**config.mk**
```make
export PLATFORM = sky130hd
export DESIGN_NAME = gcd
export DESIGN_NICKNAME = d
export VERILOG_FILES = /design/src/rtl/gcd.sv
export SDC_FILE = /design/constraint.sdc
export NUM_CORES = 1
export LEC_CHECK = 0
export ABC_AREA = 1
export CAP_MARGIN = 30
export CORE_UTILIZATION = 52
export CTS_CLUSTER_DIAMETER = 100
export DETAILED_ROUTE_END_ITERATION = 10
export GPL_TIMING_DRIVEN = 0
export HOLD_SLACK_MARGIN = 0.08
export PLACE_DENSITY = 0.77
export REMOVE_ABC_BUFFERS = 1
export SYNTH_ARGS = -nofsm -noshare
export SYNTH_HDL_FRONTEND = slang
export SYNTH_SLANG_ARGS = --single-unit
```
**constraint.sdc**
```tcl
create_clock -name clk -period 2.2 [get_ports clk]
set_clock_uncertainty 0.15 [all_clocks]
set_input_delay 0.44 -clock clk [delete_from_list [all_inputs] [get_ports clk]]
set_output_delay 0.44 -clock clk [all_outputs]
set_load 0.1 [all_outputs]
```
**src/rtl/gcd.sv**
```systemverilog
// Iterative binary (Stein) GCD engine: shifts, compares and subtracts only, one step per clock.
// Optional macro GCD_SUB_SHIFT_EN fuses the odd-odd subtract with a halving of the difference.
module gcd #(
  parameter int WIDTH = 8
) (
  input  logic             clk,
  input  logic             clr,
  input  logic [WIDTH-1:0] a,
  input  logic [WIDTH-1:0] b,
  input  logic             go,
  output logic [WIDTH-1:0] gcd_out,
  output logic             done
);

  localparam int KW = $clog2(WIDTH) + 1;

  typedef enum logic {
    IDLE = 1'b0,
    CALC = 1'b1
  } state_e;

  state_e           state_q, state_d;
  logic [WIDTH-1:0] x_q, x_d;
  logic [WIDTH-1:0] y_q, y_d;
  logic [KW-1:0]    k_q, k_d;
  logic [WIDTH-1:0] gcd_q, gcd_d;
  logic             done_q, done_d;

  logic             x_ge_y;
  logic [WIDTH-1:0] diff;
  logic [WIDTH-1:0] diff_step;

  // Difference of two odd values is always even, so halving it loses nothing.
  assign x_ge_y = (x_q >= y_q);
  assign diff   = x_ge_y ? (x_q - y_q) : (y_q - x_q);
`ifdef GCD_SUB_SHIFT_EN
  assign diff_step = diff >> 1;
`else
  assign diff_step = diff;
`endif

  always_comb begin
    state_d = state_q;
    x_d     = x_q;
    y_d     = y_q;
    k_d     = k_q;
    gcd_d   = gcd_q;
    done_d  = 1'b0;
    case (state_q)
      IDLE: begin
        if (go) begin
          x_d     = a;
          y_d     = b;
          k_d     = '0;
          state_d = CALC;
        end
      end
      CALC: begin
        if (x_q == '0) begin
          gcd_d   = y_q << k_q;
          done_d  = 1'b1;
          state_d = IDLE;
        end else if (y_q == '0) begin
          gcd_d   = x_q << k_q;
          done_d  = 1'b1;
          state_d = IDLE;
        end else if (!x_q[0] && !y_q[0]) begin
          x_d = x_q >> 1;
          y_d = y_q >> 1;
          k_d = k_q + KW'(1);
        end else if (!x_q[0]) begin
          x_d = x_q >> 1;
        end else if (!y_q[0]) begin
          y_d = y_q >> 1;
        end else if (x_ge_y) begin
          x_d = diff_step;
        end else begin
          y_d = diff_step;
        end
      end
      default: state_d = IDLE;
    endcase
  end

  always_ff @(posedge clk or negedge clr) begin
    if (!clr) begin
      state_q <= IDLE;
      x_q     <= '0;
      y_q     <= '0;
      k_q     <= '0;
      gcd_q   <= '0;
      done_q  <= 1'b0;
    end else begin
      state_q <= state_d;
      x_q     <= x_d;
      y_q     <= y_d;
      k_q     <= k_d;
      gcd_q   <= gcd_d;
      done_q  <= done_d;
    end
  end

  assign gcd_out = gcd_q;
  assign done    = done_q;

endmodule

```
==> results.toml, run 1 <==
[placement]
dpl-instance-area_um2 = 3110
io_buffer_count = 27
dp_hpwl_mm = 5.31
gp_congestion = 0.934

[timing]
tightest_slew_ns = 0.956
slew_violations = 0
rsz0062_at_grt = "yes"
maxSlewHeadroom = 0.366
hold_viol_final = 0
post-route-period-util = 0.989
min_period_ns = 2.18
clock.fmax_mhz = 459
setup_viol = 0

[hold_path]
holdCritPathClass = "in2async"

[die]
die_y_um = 75.8
core-area_um2 = 5170
die_area_um2 = 5740
start_util = 0.547
ios = 28
rows = 26
die_w_um = 75.8

[yosys]
yosysTopAreaCellShare = 0.265
ys_seq_area_frac = 0.265
synth_ff_type = "dfrtp_1"
postSynthCellCount = 433
synth_area_leaders = "dfrtp_1 (27%), nand2_1 (18%), nand3_1 (8.7%)"
syn_area_um2 = 2830
ys_seq_elements = 30
synth_cell_type_count = 34
yosys_warnings = 0
synth_top_cell_by_area = "dfrtp_1"
yosysMostFrequentCell = "nand2_1"
synth-edff-count = 0
ys_top_cells_by_count = "nand2_1 (135), inv_1 (54), nand3_1 (49)"
avgSynthCellArea_um2 = 6.54
synth-async-reset-ratio = 1.00

[grt]
antenna_found_initial = 0
overflow = 0
grt_max_degree = 31
grt_pass1_wl_mm = 12.3
grt.total_usage = 0.287
grt_pass1_vias = 2629

[flow_run]
maxCapViolations = 0

[detailed_routing]
drc = 0
vias_per_cell = 5.41
ant_nets = 0
drt_pass1_iterations = 5
vias = 2938
wl_per_cell_um = 14.0
drt-initial-drc-count = 287
totalWireLength_mm = 7.60

[final_layout]
drive_gt1_frac = 0.190
fillers = 472
synthToLayoutAreaGrowth_pct = 22.8
diodes = 0
final_cell_area_um2 = 3480
nNetsFinal = 512

[clock_tree]
cts_buffer_depth = 2
cts_max_level = 2
clk_latency_ns = 0.28
path_clk_slew_ns = 0.07
cts_tree = "built"
clock_sinks = 30
cts_buffers = 5
cts-root-buf = "clkbuf_8"
cts_hold_repair.buffers = 0

[setup_path]
start_kind = "flop"
worstPathArrival_ns = 2.25
critPathKind = "reg2reg"
cp_max_fo = 4
cp.required_ns = 2.27
critPathCaptureType = "flop"

[outcome]
status = "finished clean"
## metal layers
layer	global-route usage	routed length, µm	vias up
li1	-	-	1462
met1	0.383	3420	1333
met2	0.458	3440	126
met3	0.0608	555	17
met4	0.0988	190	0
met5	0	0	-
## worst max-delay path, stage by stage (launching register included)
cell     delay [ns]
dfrtp_2        0.43
inv_4          0.08
ha_4           0.13
inv_2          0.04
fa_2           0.35
nand2_2        0.11
nand3_2        0.09
nand2_4        0.12
nand4_1        0.19
buf_4          0.21
nand3_4        0.09
nand2_1        0.06
nand2_1        0.06
## sequential cells by signal, summed over array words and instances (netlist names)
| name | flops |
|---|---|
| gcd_out | 8 |
| y_q | 8 |
| k_q | 4 |
| state_q | 1 |
| done | 1 |
| x_q | 8 |
## through the flow
step	utilization	setup TNS [ns]	hold WS (ns)	worst slack, ns	instances
final	0.672	0	0.0479	0.0234	543
after global routing	0.672	-0.317	0.116	-0.0408	543
after CTS	0.634	0	0.0858	0.00317	531
after detailed placement	0.602	-4.79	0.319	-0.382	518
after global placement	0.603	-6.11	0.312	-0.371	518
after floorplan	-	-0.213	-0.00559	-0.0441	421
## area by class of cell
type                    count  area (µm²)  area share
clock buffers               5        68.8      0.0198
inverters                  61         236      0.0680
flip-flops and latches     30         767       0.221
multi-input cells         332        1910       0.549
clock inverters             2        10.0     0.00288
well taps                  70        87.6      0.0252
repair buffers             43         399       0.115
## path summary, 6_finish.rpt
path	endpoint	start	cells past startpoint	slack, ns
worst min-delay path	x_q[7]	clr	1	0.05
worst max register to register	x_q[3]	x_q[0]	12	0.02
min in group clk	gcd_out[4]	gcd_out[4]	2	0.32
worst max-delay path	x_q[3]	x_q[0]	12	0.02
max in group asynchronous	state_q	clr	1	1.33
worst min register to register	gcd_out[4]	gcd_out[4]	2	0.32
## layout by cell type, fill, tap and decap left out, types with 3 or more instances in the layout
| cell type | count |
|---|---|
| nand2_2 | 5 |
| nor2_1 | 31 |
| buf_4 | 14 |
| nor3_1 | 3 |
| nor2_2 | 8 |
| xor2_1 | 5 |
| ha_2 | 3 |
| dlygate4sd2_1 | 9 |
| nand2_4 | 6 |
| a21oi_1 | 29 |
| nor2_4 | 4 |
| nand3_1 | 48 |
| o21ai_1 | 7 |
| o21ai_0 | 7 |
| nand3_2 | 3 |
| ha_4 | 4 |
| clkdlybuf4s50_1 | 17 |
| inv_2 | 10 |
| inv_1 | 48 |
| nand4_1 | 6 |
| dfrtp_2 | 10 |
| nand2_1 | 133 |
| dfrtp_1 | 19 |
| nand3_4 | 3 |
| clkbuf_8 | 5 |
| ha_1 | 11 |
## repair_timing
action	4_1_cts	5_1_grt
setup endpoints to repair	25	16
endpoints found under the hold margin	0	0
buffers inserted	5	11
pin swaps	4	16
resized for setup	27	26
cloned	1	1
## cells by family after synthesis
family                     share of synthesized area
DFF                                            0.265
xor gates and xnor gates                      0.0217
adders and majority gates                     0.0937
buffers and inverters                          0.107
and+or+nand+nor                                0.411
AOI/OAI and AO/OA                              0.101
Power of run 1 is left out: the tool's default activity adds up to more than one toggle a clock period on the data nets, which glitch-free logic cannot reach.
==> run 2: changes to the inputs <==
==> constraint.sdc (replaced) <==
create_clock -name clk -period 1.9 [get_ports clk]
set_clock_uncertainty 0.15 [all_clocks]
set_input_delay 0.38 -clock clk [delete_from_list [all_inputs] [get_ports clk]]
set_output_delay 0.38 -clock clk [all_outputs]
set_load 0.1 [all_outputs]
==> results.toml, run 2 (synthesized netlist as in run 1, its figures left out) <==
[clock_tree]
cts_buffers = 5
clock_sinks = 30
cts-root-buf = "clkbuf_8"
cts_max_level = 2
cts_buffer_depth = 2
path_clk_slew_ns = 0.07
cts_tree = "built"
clk_latency_ns = 0.29

[final_layout]
nNetsFinal = 527
final_cell_area_um2 = 3790
mostFrequentLayoutCells = "nand2_1 (124), inv_1 (46), nand3_1 (38)"
final_common_cell = "nand2_1"
drive_gt1_frac = 0.289
synthToLayoutAreaGrowth_pct = 33.8
diodes = 0
fin_cells = 558

[timing]
rsz0062_at_grt = "yes"
min_period_ns = 2.19
tightest_slew_ns = 0.714
slew_violations = 0
setup_viol = 26
post-route-period-util = 1.15
finalSetupTns_ns = -4.74
worst_slack_ns = -0.286
clock.fmax_mhz = 458
hold_viol_final = 0
maxSlewHeadroom = 0.524

[grt]
grt.total_usage = 0.306
grt_pass1_vias = 2835
grt_pass1_wl_mm = 13.1
grt_max_degree = 31
overflow = 0
antenna_found_initial = 0

[detailed_routing]
ant_nets = 0
vias_per_cell = 5.53
drt-initial-drc-count = 348
drt_pass1_iterations = 5
drc = 0
totalWireLength_mm = 8.46
vias = 3085
wl_per_cell_um = 15.2

[setup_path]
cp_max_fo = 4
critPathKind = "reg2reg"
cp.required_ns = 1.92
start_kind = "flop"
worstPathArrival_ns = 2.21
critPathCaptureType = "flop"

[outcome]
status = "finished, violations left"
violations = "negative setup slack"

[die]
rows = 26
ios = 28
die_w_um = 75.8
core-area_um2 = 5170
die_y_um = 75.8
start_util = 0.547
die_area_um2 = 5740

[hold_path]
holdCritPathClass = "reg2reg"

[placement]
gp_congestion = 0.934
io_buffer_count = 27
dp_hpwl_mm = 5.31
dpl-instance-area_um2 = 3110
post-place-cells = 518

[flow_run]
maxCapViolations = 0
## run 2: cell types whose count changed in the layout (fill, tap and decap cells not counted), sizes merged
cell and change:
dlygate4sd2 -9, dlygate4sd3 +1, buf +14, clkdlybuf4s15 +9
## run 2: cell type report
cell class,count,area [µm²]
Multi-Input combinational cell,332,2060
Fill cell,399,1380
Sequential cell,30,767
Timing Repair Buffer,58,556
Inverter,61,239
Tap cell,70,87.6
Clock buffer,5,68.8
Clock inverter,2,10.0
## run 2: what timing repair did
item,in CTS,in global routing
pin swaps,15,23
endpoints found under the setup margin,29,27
gates resized for setup,67,47
endpoints found under the hold margin,30,0
setup buffers,14,16
hold buffers,1,0
cloned,2,0
## run 2: stage by stage
stage                util  hold WS [ns]  worst slack [ns]
floorplan               -       -0.0656            -0.344
global placement    0.603         0.312            -0.671
detailed placement  0.602         0.319            -0.682
CTS                 0.675         0.336            -0.213
global route        0.733         0.359            -0.351
finish              0.733         0.329            -0.286
## run 2: metal layers
metal | vias up | share of wire | GRT usage
met1 | 1427 | 0.43 | 0.398
li1 | 1492 | - | -
met2 | 139 | 0.47 | 0.504
met4 | 0 | 0.031 | 0.128
met5 | - | 0 | 0
met3 | 27 | 0.069 | 0.0489
## run 2: worst max-delay path: stages (launching register included)
cell and delay [ns]:
dfrtp_2 0.43, inv_4 0.08, ha_4 0.14, inv_4 0.03, fa_2 0.35, nand2_2 0.10, nand3_2 0.08, nand2_4 0.12
nand4_1 0.20, buf_4 0.22, nand4_1 0.08, o21ai_1 0.07
## run 2: worst paths after layout
kind	slack, ns	from	depth (start not counted)	to
hold reg to reg	0.33	gcd_out[4]	2	gcd_out[4]
setup / recovery	-0.29	x_q[0]	11	x_q[2]
max in group asynchronous	0.54	clr	2	state_q
setup reg to reg	-0.29	x_q[0]	11	x_q[2]
hold / removal	0.33	gcd_out[4]	2	gcd_out[4]
min in group asynchronous	0.53	clr	2	x_q[7]
Power of run 2 is left out for the same reason.
==> run 3: changes to the inputs <==
--- a/config.mk
+++ b/config.mk
@@ -6,9 +6,9 @@
 export NUM_CORES = 1
 export LEC_CHECK = 0
 export ABC_AREA = 1
-export CAP_MARGIN = 30
+export CAP_MARGIN = 20
 export CORE_UTILIZATION = 52
-export CTS_CLUSTER_DIAMETER = 100
+export CTS_CLUSTER_DIAMETER = 150
 export DETAILED_ROUTE_END_ITERATION = 10
 export GPL_TIMING_DRIVEN = 0
 export HOLD_SLACK_MARGIN = 0.08
==> results of run 3 <==
The final DEF is identical to that of run 2; final timing and power are the same.
Power of run 3 is left out for the same reason.
